**config.mk**
```make
export PLATFORM = sky130hd
export DESIGN_NAME = apb_wdog_responder
export DESIGN_NICKNAME = d
export VERILOG_FILES = /design/src/rtl/apb_wdog_pkg.sv /design/src/rtl/apb_wdog_counter.sv /design/src/rtl/apb_wdog_responder.sv
export SDC_FILE = /design/constraint.sdc
export NUM_CORES = 1
export LEC_CHECK = 0
export ABC_AREA = 1
export BUFFER_PORTS_ARGS = -buffer_cell sky130_fd_sc_hd__buf_4
export CAP_MARGIN = 20
export CORE_ASPECT_RATIO = 1.2
export CORE_MARGIN = 8
export CORE_UTILIZATION = 54
export CTS_BUF_LIST = sky130_fd_sc_hd__clkbuf_8
export CTS_CLUSTER_SIZE = 25
export DETAILED_ROUTE_END_ITERATION = 6
export PLACE_DENSITY_LB_ADDON = 0.25
export SYNTH_ARGS = -nofsm -noshare
export SYNTH_HDL_FRONTEND = slang
export SYNTH_HIERARCHICAL = 1
export SYNTH_SLANG_ARGS = --single-unit
```
**constraint.sdc**
```tcl
create_clock -name pclk -period 2.1 [get_ports pclk]
set_input_delay 0.105 -clock pclk [delete_from_list [all_inputs] [get_ports pclk]]
set_output_delay 0.105 -clock pclk [all_outputs]
set_load 0.01 [all_outputs]
```
**src/rtl/apb_wdog_pkg.sv**
```systemverilog
// Shared constants and types for the APB watchdog responder.
package apb_wdog_pkg;

  // Register word indices (paddr[11:2])
  localparam logic [9:0] IDX_LOAD    = 10'h000;
  localparam logic [9:0] IDX_VALUE   = 10'h001;
  localparam logic [9:0] IDX_CONTROL = 10'h002;
  localparam logic [9:0] IDX_INTCLR  = 10'h003;
  localparam logic [9:0] IDX_RIS     = 10'h004;
  localparam logic [9:0] IDX_MIS     = 10'h005;
  localparam logic [9:0] IDX_LOCK    = 10'h300;
  localparam logic [9:0] IDX_PID3    = 10'h3FB;

  localparam logic [31:0] UNLOCK_KEY = 32'h1ACC_E551;

  // CONTROL bit positions
  localparam int unsigned CTRL_INTEN = 0;
  localparam int unsigned CTRL_RESEN = 1;
  localparam int unsigned CTRL_W     = 2;

  typedef enum logic [1:0] {
    IDLE,
    SETUP,
    WAIT,
    DONE
  } apb_phase_e;

endpackage

```
**src/rtl/apb_wdog_counter.sv**
```systemverilog
// Watchdog down-counter with RIS and sticky reset-request state.
module apb_wdog_counter
  import apb_wdog_pkg::*;
#(
  parameter logic [31:0] LOAD_RST = 32'hFFFF_FFFF
) (
  input  logic        pclk,
  input  logic        presetn,
  input  logic        tick_i,
  input  logic        load_we_i,
  input  logic [31:0] load_data_i,
  input  logic        reload_i,
  input  logic [31:0] reload_data_i,
  input  logic        resen_i,
  output logic [31:0] value_o,
  output logic        ris_o,
  output logic        wdogres_o,
  output logic        timeout_o
);

  logic [31:0] value_q, value_d;
  logic        ris_q, ris_d;
  logic        res_q, res_d;
  logic        timeout;

  // Next-state: APB load beats reload, reload (INTCLR) beats timeout.
  always_comb begin
    timeout = tick_i && (value_q == '0);
    value_d = value_q;
    ris_d   = ris_q;
    res_d   = res_q;
    if (tick_i) begin
      value_d = timeout ? reload_data_i : value_q - 32'd1;
    end
    if (timeout) begin
      if (!ris_q) begin
        ris_d = 1'b1;
      end else if (resen_i && !reload_i) begin
        res_d = 1'b1;
      end
    end
    if (reload_i) begin
      ris_d   = 1'b0;
      value_d = reload_data_i;
    end
    if (load_we_i) begin
      value_d = load_data_i;
    end
  end

  // Counter state registers
  always_ff @(posedge pclk or negedge presetn) begin
    if (!presetn) begin
      value_q <= LOAD_RST;
      ris_q   <= 1'b0;
      res_q   <= 1'b0;
    end else begin
      value_q <= value_d;
      ris_q   <= ris_d;
      res_q   <= res_d;
    end
  end

  assign value_o   = value_q;
  assign ris_o     = ris_q;
  assign wdogres_o = res_q;
  assign timeout_o = timeout;

endmodule

```
**src/rtl/apb_wdog_responder.sv**
```systemverilog
// APB3 completer for the watchdog register set: decode, wait states, LOCK, CONTROL.
module apb_wdog_responder
  import apb_wdog_pkg::*;
#(
  parameter logic [31:0] LOAD_RST    = 32'hFFFF_FFFF,
  parameter int unsigned WAIT_STATES = 0
) (
  input  logic        pclk,
  input  logic        presetn,
  input  logic        psel,
  input  logic        penable,
  input  logic        pwrite,
  input  logic [11:2] paddr,
  input  logic [31:0] pwdata,
  output logic [31:0] prdata,
  output logic        pready,
  input  logic        wdogclken,
  input  logic [3:0]  ecorevnum,
  output logic        wdogint,
  output logic        wdogres
);

  localparam logic [1:0] WS_LAST = 2'(WAIT_STATES);

  apb_phase_e        phase_q, phase_d;
  logic [1:0]        wait_cnt_q, wait_cnt_d;
  logic [31:0]       load_q, load_d;
  logic [CTRL_W-1:0] ctrl_q, ctrl_d;
  logic              locked_q, locked_d;
  logic              wdogint_q, wdogint_d;

  logic              access, wait_done, wr_en, rd_en;
  logic              load_we, intclr_we;
  logic [31:0]       rdata;
  logic [31:0]       value;
  logic              ris, timeout;

  // APB phase register
  always_ff @(posedge pclk or negedge presetn) begin
    if (!presetn) begin
      phase_q    <= IDLE;
      wait_cnt_q <= '0;
    end else begin
      phase_q    <= phase_d;
      wait_cnt_q <= wait_cnt_d;
    end
  end

  // APB next phase; a completed access held past DONE is not re-executed
  always_comb begin
    phase_d    = phase_q;
    wait_cnt_d = '0;
    if (!psel) begin
      phase_d = IDLE;
    end else if (!penable) begin
      phase_d = SETUP;
    end else if (phase_q == DONE || wait_done) begin
      phase_d = DONE;
    end else begin
      phase_d    = WAIT;
      wait_cnt_d = wait_cnt_q + 2'd1;
    end
  end

  // APB outputs; reset gates the combinational bus outputs immediately
  always_comb begin
    access    = psel && penable && (phase_q != DONE);
    wait_done = (wait_cnt_q == WS_LAST);
    wr_en     = access && wait_done && pwrite;
    rd_en     = access && wait_done && !pwrite;
    pready    = !presetn || !access || wait_done;
    prdata    = (presetn && rd_en) ? rdata : '0;
  end

  // Read mux (pre-update register values)
  always_comb begin
    rdata = '0;
    case (paddr)
      IDX_LOAD:    rdata = load_q;
      IDX_VALUE:   rdata = value;
      IDX_CONTROL: rdata = {{(32-CTRL_W){1'b0}}, ctrl_q};
      IDX_RIS:     rdata = {31'd0, ris};
      IDX_MIS:     rdata = {31'd0, ris & ctrl_q[CTRL_INTEN]};
      IDX_LOCK:    rdata = {31'd0, locked_q};
      IDX_PID3:    rdata = {24'd0, ecorevnum, 4'd0};
      default:     rdata = '0;
    endcase
  end

  // Register writes and registered next-state MIS
  always_comb begin
    load_d    = load_q;
    ctrl_d    = ctrl_q;
    locked_d  = locked_q;
    load_we   = 1'b0;
    intclr_we = 1'b0;
    if (wr_en) begin
      case (paddr)
        IDX_LOAD: begin
          load_we = !locked_q;
          if (!locked_q) load_d = pwdata;
        end
        IDX_CONTROL: begin
          if (!locked_q) ctrl_d = pwdata[CTRL_W-1:0];
        end
        IDX_INTCLR: intclr_we = !locked_q;
        IDX_LOCK:   locked_d  = (pwdata != UNLOCK_KEY);
        default: ;
      endcase
    end
    wdogint_d = (ris || timeout) && !intclr_we && ctrl_d[CTRL_INTEN];
  end

  // Top-level register state
  always_ff @(posedge pclk or negedge presetn) begin
    if (!presetn) begin
      load_q    <= LOAD_RST;
      ctrl_q    <= '0;
      locked_q  <= 1'b0;
      wdogint_q <= 1'b0;
    end else begin
      load_q    <= load_d;
      ctrl_q    <= ctrl_d;
      locked_q  <= locked_d;
      wdogint_q <= wdogint_d;
    end
  end

  apb_wdog_counter #(
    .LOAD_RST (LOAD_RST)
  ) u_counter (
    .pclk          (pclk),
    .presetn       (presetn),
    .tick_i        (wdogclken && ctrl_q[CTRL_INTEN]),
    .load_we_i     (load_we),
    .load_data_i   (pwdata),
    .reload_i      (intclr_we),
    .reload_data_i (load_q),
    .resen_i       (ctrl_q[CTRL_RESEN]),
    .value_o       (value),
    .ris_o         (ris),
    .wdogres_o     (wdogres),
    .timeout_o     (timeout)
  );

  assign wdogint = wdogint_q;

endmodule

```
==> reports/summary.json, run 1 <==
{
  "met2RoutedLength_um": 8190,
  "postSynth.asyncResetShare": 1.00,
  "synth_warnings": 6,
  "finalNetCount": 1103,
  "clock_path_buffers": 2,
  "total_switching_power_mw": 2.25,
  "post_route_cells_drive_above_1_share": 0.257,
  "seq_area_um2": 1930,
  "timing.critical_path.from_type": "flop",
  "ctsHtreeMaxLevel": 3,
  "cp.required_ps": 2410,
  "worst_case_headroom_to_the_max_slew_limit": 0.631,
  "placement_rows": 41,
  "met1_length_um": 6880,
  "final_antenna_net_count": 0,
  "n_fill_cell": 949,
  "detail_route.vias_per_cell": 5.05,
  "layout.cells.most_common": "sky130_fd_sc_hd__nand2_1",
  "crit_path_max_fanout": 7,
  "cts_root_buffer": "sky130_fd_sc_hd__clkbuf_8",
  "syn-cell-area_um2": 5820,
  "fp.dieH_um": 130,
  "dr.pass1.iters": 5,
  "power_frac_comb": 0.398,
  "number_of_cts_inserted_buffers": 9,
  "cap_violations": 0,
  "drt_drc_violations_left": 0,
  "top_level_i_o_count": 87,
  "core_area_um2": 10500,
  "clk_pin_slew_worst_paths_ps": 80,
  "grt_max_degree": 46,
  "leakagePower_nw": 3.69,
  "placed_cells_incl_taps": 1127,
  "cpMaxStageDelayCell": "sky130_fd_sc_hd__dfrtp_1",
  "portBuffers": 86,
  "post-place-ws_ps": 90.4,
  "timing.critical_path.cells": "inv_1 > ha_2 > nand4_1 > nor2_4 > inv_2 > nor2_4 > buf_6 > clkinvlp_4 > buf_4 > nand2_8 > nand2_1 > nand3_1 > nand2_1 > nand2_1",
  "setup.worst_path.end_class": "flop",
  "clock_network_fraction_of_design_power": 0.193,
  "dr.first_iter.drc_count": 392,
  "powerDensity_nw_per_um2": 754,
  "final-max-slew-violation-count": 0,
  "synth_fp_nets": 975,
  "num_vias": 5979,
  "setup_viol": 0,
  "crit_arrival_ps": 2310,
  "total_power_mw": 5.44,
  "die-area_um2": 14400,
  "peakVddDrop_mv": 0.426,
  "final-hold-violation-count": 0,
  "remaining_global_route_overflow": 0,
  "first_global_vias": 5671,
  "layout_min_cycle_time_ps": 2000,
  "grt_first_pass_wirelength_um": 26400,
  "classification_of_the_worst_slack_hold_path": "input port to flop",
  "timing.critical_path.mode_cell": "sky130_fd_sc_hd__nand2_1",
  "cpPeakStageDelay_ps": 380,
  "dr.max_layer_used": "met4",
  "post-route-period-util": 0.953,
  "clock_sinks": 74,
  "synth_enable_flop_cells": 0,
  "post_drt_wl_per_cell_um": 13.8,
  "post_layout_nonfiller_instances": 1184,
  "timing.hold.ws_ps": 12.4,
  "run_status": "completed",
  "grt_antenna_before_repair": 0,
  "drt_wl_total_um": 16300,
  "initial_core_util": 0.553,
  "place.gp.congestion": 0.912,
  "seqPwrFrac": 0.410,
  "synthToLayoutAreaGrowth_pct": 24.1,
  "timing.setup.critical_path_class": "flop to flop",
  "final_cell_mix": "sky130_fd_sc_hd__nand2_1 (367), sky130_fd_sc_hd__nor2_1 (145), sky130_fd_sc_hd__buf_4 (106), sky130_fd_sc_hd__inv_1 (89), sky130_fd_sc_hd__dfstp_2 (64)",
  "synthFlopType": "sky130_fd_sc_hd__dfstp_2",
  "ys_seq_elements": 74,
  "power.internal_mw": 3.20,
  "tightest_slew_ps": 553,
  "worst_skew_pair.late_latency_ps": 360,
  "finalClockSkew_ps": 8.33,
  "multi_input_area_um2": 3370,
  "met3_length_um": 796,
  "grt_usage": 0.221,
  "synthesis.instances": 921,
  "switching_share": 0.413,
  "dp.final_hpwl_um": 11700,
  "fmax_mhz": 500,
  "finalWorstSetupSlack_ps": 99.6,
  "tritoncts_clock_tree": "built",
  "synth.distinct_cells": 38,
  "synth.yosys.seq_area_share": 0.332,
  "die-width_um": 111,
  "avgSynthCellArea_um2": 6.32
}
[sequential cells by signal (all words and copies together), names as in the netlist]
register,cells
ctrl_q,2
load_q,32
locked_q,1
phase_q,2
u_counter/ris_o,1
u_counter/value_o,32
u_counter/wdogres_o,1
wait_cnt_q,2
wdogint,1
[final timing paths]
path,slack (ps),cells after the start,startpoint,end
max in group asynchronous,1260,3,presetn,u_counter/value_o[18]
hold reg to reg,430,1,wait_cnt_q[0],wait_cnt_q[0]
hold / removal,10,3,pwdata[20],load_q[20]
setup / recovery,100,14,wait_cnt_q[0],u_counter/value_o[11]
setup reg to reg,100,14,wait_cnt_q[0],u_counter/value_o[11]
min in group asynchronous,370,3,presetn,phase_q[0]
[cell type report]
type,count,share of cell area
inverters,96,0.0513
repair buffers,143,0.166
clock inverters,4,0.00243
diodes,1,0.000347
flip-flops and latches,74,0.268
multi-input cells,725,0.467
well taps,129,0.0224
clock buffers,12,0.0229
[synthesized netlist by cell type, types with 2 or more instances]
cell type | number | area share
sky130_fd_sc_hd__dfstp_2 | 64 | 0.29
sky130_fd_sc_hd__nor2_1 | 146 | 0.094
sky130_fd_sc_hd__nand2_1 | 367 | 0.24
sky130_fd_sc_hd__nor2_4 | 4 | 0.0077
sky130_fd_sc_hd__ha_1 | 2 | 0.0043
sky130_fd_sc_hd__o211ai_1 | 2 | 0.0026
sky130_fd_sc_hd__buf_4 | 3 | 0.0039
sky130_fd_sc_hd__inv_2 | 5 | 0.0032
sky130_fd_sc_hd__dfrtp_1 | 10 | 0.043
sky130_fd_sc_hd__nand2_4 | 4 | 0.0077
sky130_fd_sc_hd__nor2_8 | 3 | 0.010
sky130_fd_sc_hd__clkbuf_1 | 9 | 0.0058
sky130_fd_sc_hd__buf_6 | 9 | 0.017
sky130_fd_sc_hd__xnor2_1 | 10 | 0.015
sky130_fd_sc_hd__buf_2 | 5 | 0.0043
sky130_fd_sc_hd__a21oi_1 | 9 | 0.0077
sky130_fd_sc_hd__nand2_2 | 23 | 0.025
sky130_fd_sc_hd__xor2_1 | 10 | 0.015
sky130_fd_sc_hd__inv_1 | 89 | 0.057
sky130_fd_sc_hd__o21bai_1 | 7 | 0.0090
sky130_fd_sc_hd__o21ai_0 | 21 | 0.018
sky130_fd_sc_hd__nor2_2 | 30 | 0.032
sky130_fd_sc_hd__o21ai_1 | 8 | 0.0069
sky130_fd_sc_hd__nand3_1 | 46 | 0.040
sky130_fd_sc_hd__buf_12 | 2 | 0.0069
sky130_fd_sc_hd__nor3_1 | 12 | 0.010
sky130_fd_sc_hd__nand4_1 | 10 | 0.011
[metrics by stage]
stage / instance area [um^2] / utilization / TNS (ps)
6_report: 7220 / 0.687 / 0
5_1_grt: 7220 / 0.686 / -343
4_1_cts: 7080 / 0.674 / 0
3_5_place_dp: 6590 / 0.627 / 0
3_3_place_gp: 6590 / 0.627 / 0
2_1_floorplan: 5820 / - / 0
[cell families after synthesis]
kind of cell | count (synthesis) | share of synthesized area
AOI/OAI and AO/OA | 51 | 0.0507
xor gates and xnor gates | 20 | 0.0301
adders and majority gates | 2 | 0.00430
buffers and inverters | 125 | 0.102
DFF | 74 | 0.332
and+or+nand+nor | 649 | 0.481
[timing repair]
action	CTS	global route
hold buffers	31	0
setup buffers	0	6
resized for setup	0	12
endpoints found under the setup margin	0	31
endpoints found under the hold margin	40	0
[power by group through the flow]
stage,Sequential (mW),Clock (mW),Combinational (mW)
3_3_place_gp,2.24,0,2.05
3_5_place_dp,2.24,0,2.09
4_1_cts,2.22,1.06,2.15
5_1_grt,2.26,1.13,2.49
2_1_floorplan,2.11,0,1.64
6_report,2.23,1.05,2.16
[metal layers]
metal | vias up | track usage
met5 | - | 0
met2 | 197 | 0.391
met1 | 2684 | 0.257
met4 | 0 | 0.100
li1 | 3064 | -
met3 | 34 | 0.0381
[critical path, delay by kind of cell, from the launching register on]
kind	cells	cell delay, ps
adder cells (fa/ha/maj)	1	180
buffers and inverters	5	550
flip-flops	1	380
AND/OR/NAND/NOR	8	840
Note: power is estimated with default switching activity, not from simulation.
==> run 2, diff against run 1 <==
--- a/config.mk
+++ b/config.mk
@@ -9,7 +9,6 @@
 export BUFFER_PORTS_ARGS = -buffer_cell sky130_fd_sc_hd__buf_4
 export CAP_MARGIN = 20
 export CORE_ASPECT_RATIO = 1.2
-export CORE_MARGIN = 8
 export CORE_UTILIZATION = 54
 export CTS_BUF_LIST = sky130_fd_sc_hd__clkbuf_8
 export CTS_CLUSTER_SIZE = 25
==> reports/summary.json, run 2 (synthesis results as in run 1) <==
{
  "run_status": "completed",
  "worst_skew_pair.late_latency": {"value": 360, "unit": "ps", "change": "about the same"},
  "ctsHtreeMaxLevel": {"value": 3, "change": "unchanged"},
  "total_power": {"value": 5.57, "unit": "mW", "change": "+2.2%"},
  "met3_resource_use_gr": {"value": 0.0374, "change": "-0.000714"},
  "grt-busiest-layer": "met2",
  "post_route_cells_drive_above_1_share": {"value": 0.255, "change": "-0.00186"},
  "cap_violations": {"value": 0, "change": "unchanged"},
  "fp.dieH": {"value": 116, "unit": "um", "change": "-11%"},
  "peakVddDrop": {"value": 0.392, "unit": "mV", "change": "-8.0%"},
  "crit_path_start": "wait_cnt_q[0]",
  "final-hold-violation-count": {"value": 0, "change": "unchanged"},
  "final_cell_mix": "sky130_fd_sc_hd__nand2_1 (367), sky130_fd_sc_hd__nor2_1 (145), sky130_fd_sc_hd__buf_4 (101), sky130_fd_sc_hd__inv_1 (89), sky130_fd_sc_hd__dfstp_2 (64)",
  "detail_route.vias_per_cell": {"value": 5.08, "change": "+0.51%"},
  "grt_usage": {"value": 0.280, "change": "+0.0594"},
  "post-route-period-util": {"value": 0.962, "change": "+0.00939"},
  "tritoncts_clock_tree": "built",
  "synthToLayoutAreaGrowth_pct": 23.5,
  "dr.pass1.iters": {"value": 5, "change": "unchanged"},
  "place.gp.congestion": {"value": 0.909, "change": "-0.35%"},
  "clock_path_buffers": {"value": 2, "change": "unchanged"},
  "hold_path_depth": {"value": 3, "change": "unchanged"},
  "origin_of_the_critical_flop_to_flop_path": "wait_cnt_q[0]",
  "timing.critical_path.from_type": "flop",
  "powerDensity": {"value": 774, "unit": "nW/um^2", "change": "+2.7%"},
  "gr-usage-met2": {"value": 0.496, "change": "+0.105"},
  "die-width": {"value": 96.8, "unit": "um", "change": "-13%"},
  "cts_root_buffer": "sky130_fd_sc_hd__clkbuf_8",
  "layout.cells.most_common": "sky130_fd_sc_hd__nand2_1",
  "layout_min_cycle_time": {"value": 2020, "unit": "ps", "change": "+19.7 ps"},
  "finalNetCount": {"value": 1095, "change": "-0.73%"},
  "leakagePower": {"value": 3.67, "unit": "nW", "change": "-0.38%"},
  "fmax": {"value": 495, "unit": "MHz", "change": "-0.98%"},
  "min_from": "pwdata[13]",
  "crit_path_max_fanout": {"value": 6, "change": "-1"},
  "drt_wl_total": {"value": 15700, "unit": "um", "change": "-3.8%"},
  "remaining_global_route_overflow": {"value": 0, "change": "unchanged"},
  "dp.final_hpwl": {"value": 11000, "unit": "um", "change": "-5.8%"},
  "cp.required": {"value": 2400, "unit": "ps", "change": "about the same"},
  "antenna-diode-count": {"value": 0, "change": "-1"},
  "met1_capacity_usage_during_global_routing": {"value": 0.349, "change": "+0.0924"},
  "grt_first_pass_wirelength": {"value": 25500, "unit": "um", "change": "-3.5%"},
  "portBuffers": {"value": 86, "change": "unchanged"},
  "setup_viol": {"value": 0, "change": "unchanged"},
  "tightest_slew": {"value": 766, "unit": "ps", "change": "+213 ps"},
  "worstRegToRegCells": {"value": 14, "change": "unchanged"},
  "worst_hold_path.endpoint": "load_q[13]",
  "crit_arrival": {"value": 2320, "unit": "ps", "change": "about the same"},
  "timing.setup.critical_path_class": "flop to flop",
  "clock_sinks": {"value": 74, "change": "unchanged"},
  "grt_max_degree": {"value": 63, "change": "+37%"},
  "final_antenna_net_count": {"value": 0, "change": "unchanged"},
  "post_drt_wl_per_cell": {"value": 13.3, "unit": "um", "change": "-3.1%"},
  "finalInstanceArea": {"value": 7190, "unit": "um^2", "change": "-0.43%"},
  "die-area": {"value": 11200, "unit": "um^2", "change": "-22%"},
  "setup.worst_path.end_class": "flop",
  "num_vias": {"value": 5964, "change": "-0.25%"},
  "finalClockSkew": {"value": 13.4, "unit": "ps", "change": "+5.09 ps"},
  "rr_endpoint": "u_counter/value_o[18]",
  "number_of_cts_inserted_buffers": {"value": 9, "change": "unchanged"},
  "worst_case_headroom_to_the_max_slew_limit": {"value": 0.489, "change": "-0.142"},
  "clk_pin_slew_worst_paths": {"value": 80, "unit": "ps", "change": "about the same"},
  "placement_rows": {"value": 41, "change": "unchanged"},
  "finalSetupTns": {"value": 0, "unit": "ps", "change": "unchanged"},
  "placed_cells_incl_taps": {"value": 1127, "change": "unchanged"},
  "grt_antenna_before_repair": {"value": 0, "change": "unchanged"},
  "classification_of_the_worst_slack_hold_path": "input port to flop",
  "final-max-slew-violation-count": {"value": 0, "change": "unchanged"},
  "core_area": {"value": 10500, "unit": "um^2", "change": "unchanged"},
  "post_dp_area": {"value": 6600, "unit": "um^2", "change": "+0.19%"},
  "dr.first_iter.drc_count": {"value": 328, "change": "-16%"},
  "r2r_setup_slack": {"value": 80, "unit": "ps", "change": "-20 ps"},
  "first_global_vias": {"value": 5448, "change": "-3.9%"},
  "post_layout_nonfiller_instances": {"value": 1175, "change": "-0.76%"},
  "initial_core_util": {"value": 0.553, "change": "unchanged"},
  "top_level_i_o_count": {"value": 87, "change": "unchanged"},
  "drt_drc_violations_left": {"value": 0, "change": "unchanged"},
  "timing.hold.ws": {"value": 11.6, "unit": "ps", "change": "-0.800 ps"}
}
-- run 2: changes by cell type in the layout (fill, tap and decap cells not counted), moves of 2 or more --
cell                            before  now
sky130_fd_sc_hd__dlygate4sd3_1      31   27
sky130_fd_sc_hd__buf_6               3    1
sky130_fd_sc_hd__buf_12              3    5
sky130_fd_sc_hd__buf_4             106  101
-- run 2: worst max path at each step --
| stage | slack (ps) | end |
|---|---|---|
| after global routing | -30 | u_counter/value_o[12] |
| final | 80 | u_counter/value_o[18] |
| after CTS | 40 | u_counter/value_o[16] |
| after floorplan | 50 | u_counter/value_o[10] |
| after global placement | 160 | u_counter/value_o[15] |
| after detailed placement | 80 | u_counter/value_o[16] |
-- run 2: layer usage --
metal  vias to the layer above  share of wire
li1                       3047              -
met2                       184           0.51
met1                      2702           0.42
met3                        31          0.044
met5                         -              0
met4                         0          0.025
-- run 2: worst max-delay path, stage by stage, from the launching register on --
cell                         delay, ps
sky130_fd_sc_hd__dfrtp_1           380
sky130_fd_sc_hd__inv_1              60
sky130_fd_sc_hd__ha_2              170
sky130_fd_sc_hd__nand4_1           180
sky130_fd_sc_hd__nor2_4            210
sky130_fd_sc_hd__inv_2              70
sky130_fd_sc_hd__nor2_4            100
sky130_fd_sc_hd__buf_6             130
sky130_fd_sc_hd__clkinvlp_4        100
sky130_fd_sc_hd__buf_12            160
sky130_fd_sc_hd__nand2_4           150
sky130_fd_sc_hd__nand2_2            60
sky130_fd_sc_hd__nand3_1            80
sky130_fd_sc_hd__nand2_1            50
sky130_fd_sc_hd__nand2_1            60
-- run 2: timing repair --
item                       4_1_cts  5_1_grt
resized for setup                0       11
setup endpoints to repair        0       30
hold buffers                    27        0
hold endpoints to repair        38        0
setup buffers                    0        2
-- run 2: where the power goes --
group	switching, mW	internal, mW	total (mW)
Sequential	0.395	1.84	2.23
Combinational	1.32	0.841	2.16
Clock	0.536	0.637	1.17
-- run 2: through the flow --
step | setup slack, ps | util
6_report | 79.9 | 0.684
5_1_grt | -33.1 | 0.684
4_1_cts | 44.5 | 0.673
3_5_place_dp | 84.3 | 0.628
3_3_place_gp | 162 | 0.628
2_1_floorplan | 47.9 | -
-- run 2: area by class of cell --
type,count,area (um^2)
Multi-Input combinational cell,725,3360
Fill cell,955,3330
Sequential cell,74,1930
Timing Repair Buffer,135,1150
Inverter,96,370
Clock buffer,12,165
Tap cell,129,161
Clock inverter,4,42.5
==> run 3, diff against run 2 <==
--- a/config.mk
+++ b/config.mk
@@ -5,11 +5,12 @@
 export SDC_FILE = /design/constraint.sdc
 export NUM_CORES = 1
 export LEC_CHECK = 0
-export ABC_AREA = 1
+export ABC_CLOCK_PERIOD_IN_PS = 2100
 export BUFFER_PORTS_ARGS = -buffer_cell sky130_fd_sc_hd__buf_4
 export CAP_MARGIN = 20
 export CORE_ASPECT_RATIO = 1.2
-export CORE_UTILIZATION = 54
+export CORE_MARGIN = 4
+export CORE_UTILIZATION = 53
 export CTS_BUF_LIST = sky130_fd_sc_hd__clkbuf_8
 export CTS_CLUSTER_SIZE = 25
 export DETAILED_ROUTE_END_ITERATION = 6
==> reports/summary.json, run 3 <==
{
  "cts_root_buffer": "sky130_fd_sc_hd__clkbuf_8",
  "tritoncts_clock_tree": "built",
  "place.gp.congestion": {"value": 0.882, "change": "-2.9%"},
  "hold_path_depth": {"value": 2, "change": "-1"},
  "timing.critical_path.cells": "a211o_1 > or4_4 > buf_6 > nor3_4 > buf_6 > buf_6 > o21ai_1 > o41ai_2 > a211o_1",
  "final_core_utilization": {"value": 0.883, "change": "+0.199"},
  "postSynth.asyncResetShare": {"value": 1.00, "change": "unchanged"},
  "fp.dieH": {"value": 113, "unit": "um", "change": "-2.4%"},
  "grt_first_pass_wirelength": {"value": 31500, "unit": "um", "change": "+24%"},
  "final_antenna_net_count": {"value": 0, "change": "unchanged"},
  "fmax": {"value": 338, "unit": "MHz", "change": "-32%"},
  "cpPeakStageDelay": {"value": 770, "unit": "ps", "change": "+390 ps"},
  "post-route-period-util": {"value": 1.41, "change": "+0.445"},
  "timing.hold.ws": {"value": -2.04, "unit": "ps", "change": "-13.7 ps"},
  "post_drt_wl_per_cell": {"value": 28.9, "unit": "um", "change": "+120%"},
  "netlist_top_cells_area": "sky130_fd_sc_hd__dfstp_2 (35%), sky130_fd_sc_hd__mux2_2 (8.8%), sky130_fd_sc_hd__mux2i_1 (6.8%), sky130_fd_sc_hd__dfrtp_1 (5.1%), sky130_fd_sc_hd__nor2_1 (3.9%)",
  "synth_largest_type_area_fraction": {"value": 0.346, "change": "+0.0570"},
  "layout.cells.most_common": "sky130_fd_sc_hd__buf_4",
  "synthToLayoutAreaGrowth_pct": 63.2,
  "synth.distinct_cells": {"value": 64, "change": "+68%"},
  "drt_drc_violations_left": {"value": 0, "change": "unchanged"},
  "timing.critical_path.from_type": "flop",
  "core_area": {"value": 8990, "unit": "um^2", "change": "-15%"},
  "synth_fp_nets": {"value": 558, "change": "-43%"},
  "synth.yosys.seq_area_share": {"value": 0.397, "change": "+0.0655"},
  "peakVddDrop": {"value": 0.353, "unit": "mV", "change": "-10%"},
  "finalWorstSetupSlack": {"value": -855, "unit": "ps", "change": "-935 ps"},
  "r2r_setup_slack": {"value": -860, "unit": "ps", "change": "-940 ps"},
  "antenna-diode-count": {"value": 0, "change": "unchanged"},
  "worst_skew_pair.late_latency": {"value": 380, "unit": "ps", "change": "+20 ps"},
  "final-max-slew-violation-count": {"value": 0, "change": "unchanged"},
  "number_of_cts_inserted_buffers": {"value": 9, "change": "unchanged"},
  "worst_case_headroom_to_the_max_slew_limit": {"value": 0.437, "change": "-0.0524"},
  "initial_core_util": {"value": 0.541, "change": "-0.0125"},
  "synthesis.instances": {"value": 504, "change": "-45%"},
  "top_level_i_o_count": {"value": 87, "change": "unchanged"},
  "violated_checks": "hold timing, setup timing",
  "crit_arrival": {"value": 3270, "unit": "ps", "change": "+950 ps"},
  "first_global_vias": {"value": 5863, "change": "+7.6%"},
  "rr_endpoint": "u_counter/value_o[17]",
  "finalNetCount": {"value": 775, "change": "-29%"},
  "detail_route.vias_per_cell": {"value": 7.10, "change": "+40%"},
  "run_status": "finished, violations left",
  "cp.depth": {"value": 9, "change": "-5"},
  "final-hold-violation-count": {"value": 2, "change": "+2"},
  "synthFlopType": "sky130_fd_sc_hd__dfstp_2",
  "grt_max_degree": {"value": 58, "change": "-7.9%"},
  "remaining_global_route_overflow": {"value": 0, "change": "unchanged"},
  "worstRegToRegCells": {"value": 9, "change": "-5"},
  "cpMaxStageDelayCell": "sky130_fd_sc_hd__o41ai_2",
  "synth_warnings": {"value": 6, "change": "unchanged"},
  "clk_pin_slew_worst_paths": {"value": 80, "unit": "ps", "change": "about the same"},
  "dr.first_iter.drc_count": {"value": 843, "change": "+160%"},
  "setup.worst_path.end_class": "flop",
  "clock_path_buffers": {"value": 2, "change": "unchanged"},
  "tightest_slew": {"value": 836, "unit": "ps", "change": "+69.4 ps"},
  "die-area": {"value": 10800, "unit": "um^2", "change": "-3.8%"},
  "cap_violations": {"value": 0, "change": "unchanged"},
  "dp.final_hpwl": {"value": 10700, "unit": "um", "change": "-2.8%"},
  "layout_min_cycle_time": {"value": 2960, "unit": "ps", "change": "+935 ps"},
  "grt_setup_unrepaired": "true",
  "worst_hold_path.endpoint": "load_q[26]",
  "min_from": "pwdata[26]",
  "cp.required": {"value": 2420, "unit": "ps", "change": "+20 ps"},
  "dr.pass1.iters": {"value": 6, "change": "+1"},
  "crit_buf_inv": {"value": 3, "change": "-2"},
  "clock_sinks": {"value": 74, "change": "unchanged"},
  "timing.critical_path.mode_cell": "sky130_fd_sc_hd__buf_6",
  "finalClockSkew": {"value": 15.4, "unit": "ps", "change": "+2.01 ps"},
  "drt_wl_total": {"value": 24400, "unit": "um", "change": "+56%"},
  "classification_of_the_worst_slack_hold_path": "input port to flop",
  "setup_viol": {"value": 64, "change": "+64"},
  "portBuffers": {"value": 86, "change": "unchanged"},
  "die-width": {"value": 95.4, "unit": "um", "change": "-1.4%"},
  "origin_of_the_critical_flop_to_flop_path": "phase_q[0]",
  "syn-cell-area": {"value": 4860, "unit": "um^2", "change": "-16%"},
  "post-synth-top-area-cell": "sky130_fd_sc_hd__dfstp_2",
  "grt_usage": {"value": 0.384, "change": "+0.104"},
  "powerDensity": {"value": 365, "unit": "nW/um^2", "change": "-53%"},
  "ctsHtreeMaxLevel": {"value": 3, "change": "unchanged"},
  "placement_rows": {"value": 38, "change": "-7.3%"},
  "synthMostInstantiatedCell": "sky130_fd_sc_hd__dfstp_2",
  "final_cell_mix": "sky130_fd_sc_hd__buf_4 (139), sky130_fd_sc_hd__dfstp_2 (64), sky130_fd_sc_hd__buf_6 (55), sky130_fd_sc_hd__mux2_2 (36), sky130_fd_sc_hd__mux2i_1 (32)",
  "ys_seq_elements": {"value": 74, "change": "unchanged"},
  "grt_antenna_before_repair": {"value": 2, "change": "+2"},
  "num_vias": {"value": 6007, "change": "+0.72%"},
  "path_delay_family": "compound AO/OA/AOI/OAI gates",
  "avgSynthCellArea": {"value": 9.64, "unit": "um^2", "change": "+53%"},
  "synth_enable_flop_cells": {"value": 0, "change": "unchanged"},
  "crit_path_max_fanout": {"value": 4, "change": "-2"},
  "leakagePower": {"value": 3.45, "unit": "nW", "change": "-6.0%"},
  "timing.setup.critical_path_class": "flop to flop",
  "yosys-top-cells-count": "sky130_fd_sc_hd__dfstp_2 (64), sky130_fd_sc_hd__nor2_1 (51), sky130_fd_sc_hd__mux2_2 (38), sky130_fd_sc_hd__mux2i_1 (33)",
  "post_route_cells_drive_above_1_share": {"value": 0.595, "change": "+0.340"}
}
-- run 3: changes by cell type after synthesis, moves of 12 or more --
| cell | delta |
|---|---|
| sky130_fd_sc_hd__nor2_1 | -95 |
| sky130_fd_sc_hd__o22ai_1 | +14 |
| sky130_fd_sc_hd__nand2_2 | -23 |
| sky130_fd_sc_hd__inv_1 | -81 |
| sky130_fd_sc_hd__mux2i_1 | +33 |
| sky130_fd_sc_hd__a21oi_1 | +19 |
| sky130_fd_sc_hd__nand2_1 | -339 |
| sky130_fd_sc_hd__nor2_2 | -29 |
| sky130_fd_sc_hd__nand3_1 | -34 |
| sky130_fd_sc_hd__a31oi_1 | +12 |
| sky130_fd_sc_hd__mux2_2 | +38 |
-- run 3: where the power goes --
group	internal [mW]	total, mW	switching [mW]
Combinational	0.128	0.260	0.131
Clock	0.601	1.20	0.603
Sequential	1.43	1.43	0.00169
Total	2.16	2.90	0.736
-- run 3: logic make-up after synthesis --
kind of cell	share of synthesized area
AO/OA/AOI/OAI	0.161
XOR/XNOR	0.0432
adder cells (fa/ha/maj)	0.00515
buffers and inverters	0.0414
flip-flops	0.397
multiplexers	0.156
AND/OR/NAND/NOR	0.196
-- run 3: worst max path at each step --
stage / start / endpoint / slack, ps
2_1_floorplan: u_counter/value_o[7] / u_counter/value_o[17] / -350
3_3_place_gp: paddr[6] / prdata[31] / -440
5_1_grt: wait_cnt_q[0] / u_counter/value_o[17] / -840
3_5_place_dp: paddr[6] / u_counter/value_o[14] / -500
4_1_cts: phase_q[1] / prdata[31] / -450
6_report: phase_q[0] / u_counter/value_o[17] / -860
-- run 3: per-layer routing --
metal  wire length, um  vias up  GRT usage
met5                11        -          0
met4              2400        2      0.230
met3              3180      257      0.120
met2             10900      597      0.631
met1              7940     2813      0.431
li1                  -     2338          -
-- run 3: stage by stage --
stage	instances	TNS (ps)	instance area (um^2)	setup WS, ps	power [mW]
detailed placement	770	-26560	6440	-496	1.66
global route	846	-31920	7930	-836	2.97
finish	846	-30030	7930	-855	2.90
floorplan	504	-9570	5150	-350	1.51
global placement	770	-23730	6440	-438	1.66
CTS	837	-23970	7530	-453	2.83
-- run 3: layout make-up --
type,instances,area [um^2]
Timing Repair Buffer,235,2240
Clock inverter,5,46.3
Inverter,8,35.0
Tap cell,120,150
Fill cell,404,1050
Multi-Input combinational cell,393,3380
Clock buffer,11,151
Sequential cell,74,1930
-- run 3: what timing repair did --
action,CTS,global route
gates cloned,8,0
endpoints found under the setup margin,64,69
pin swaps,20,26
hold buffers,24,1
endpoints found under the hold margin,49,1
resized for setup,84,86
buffers inserted,19,10
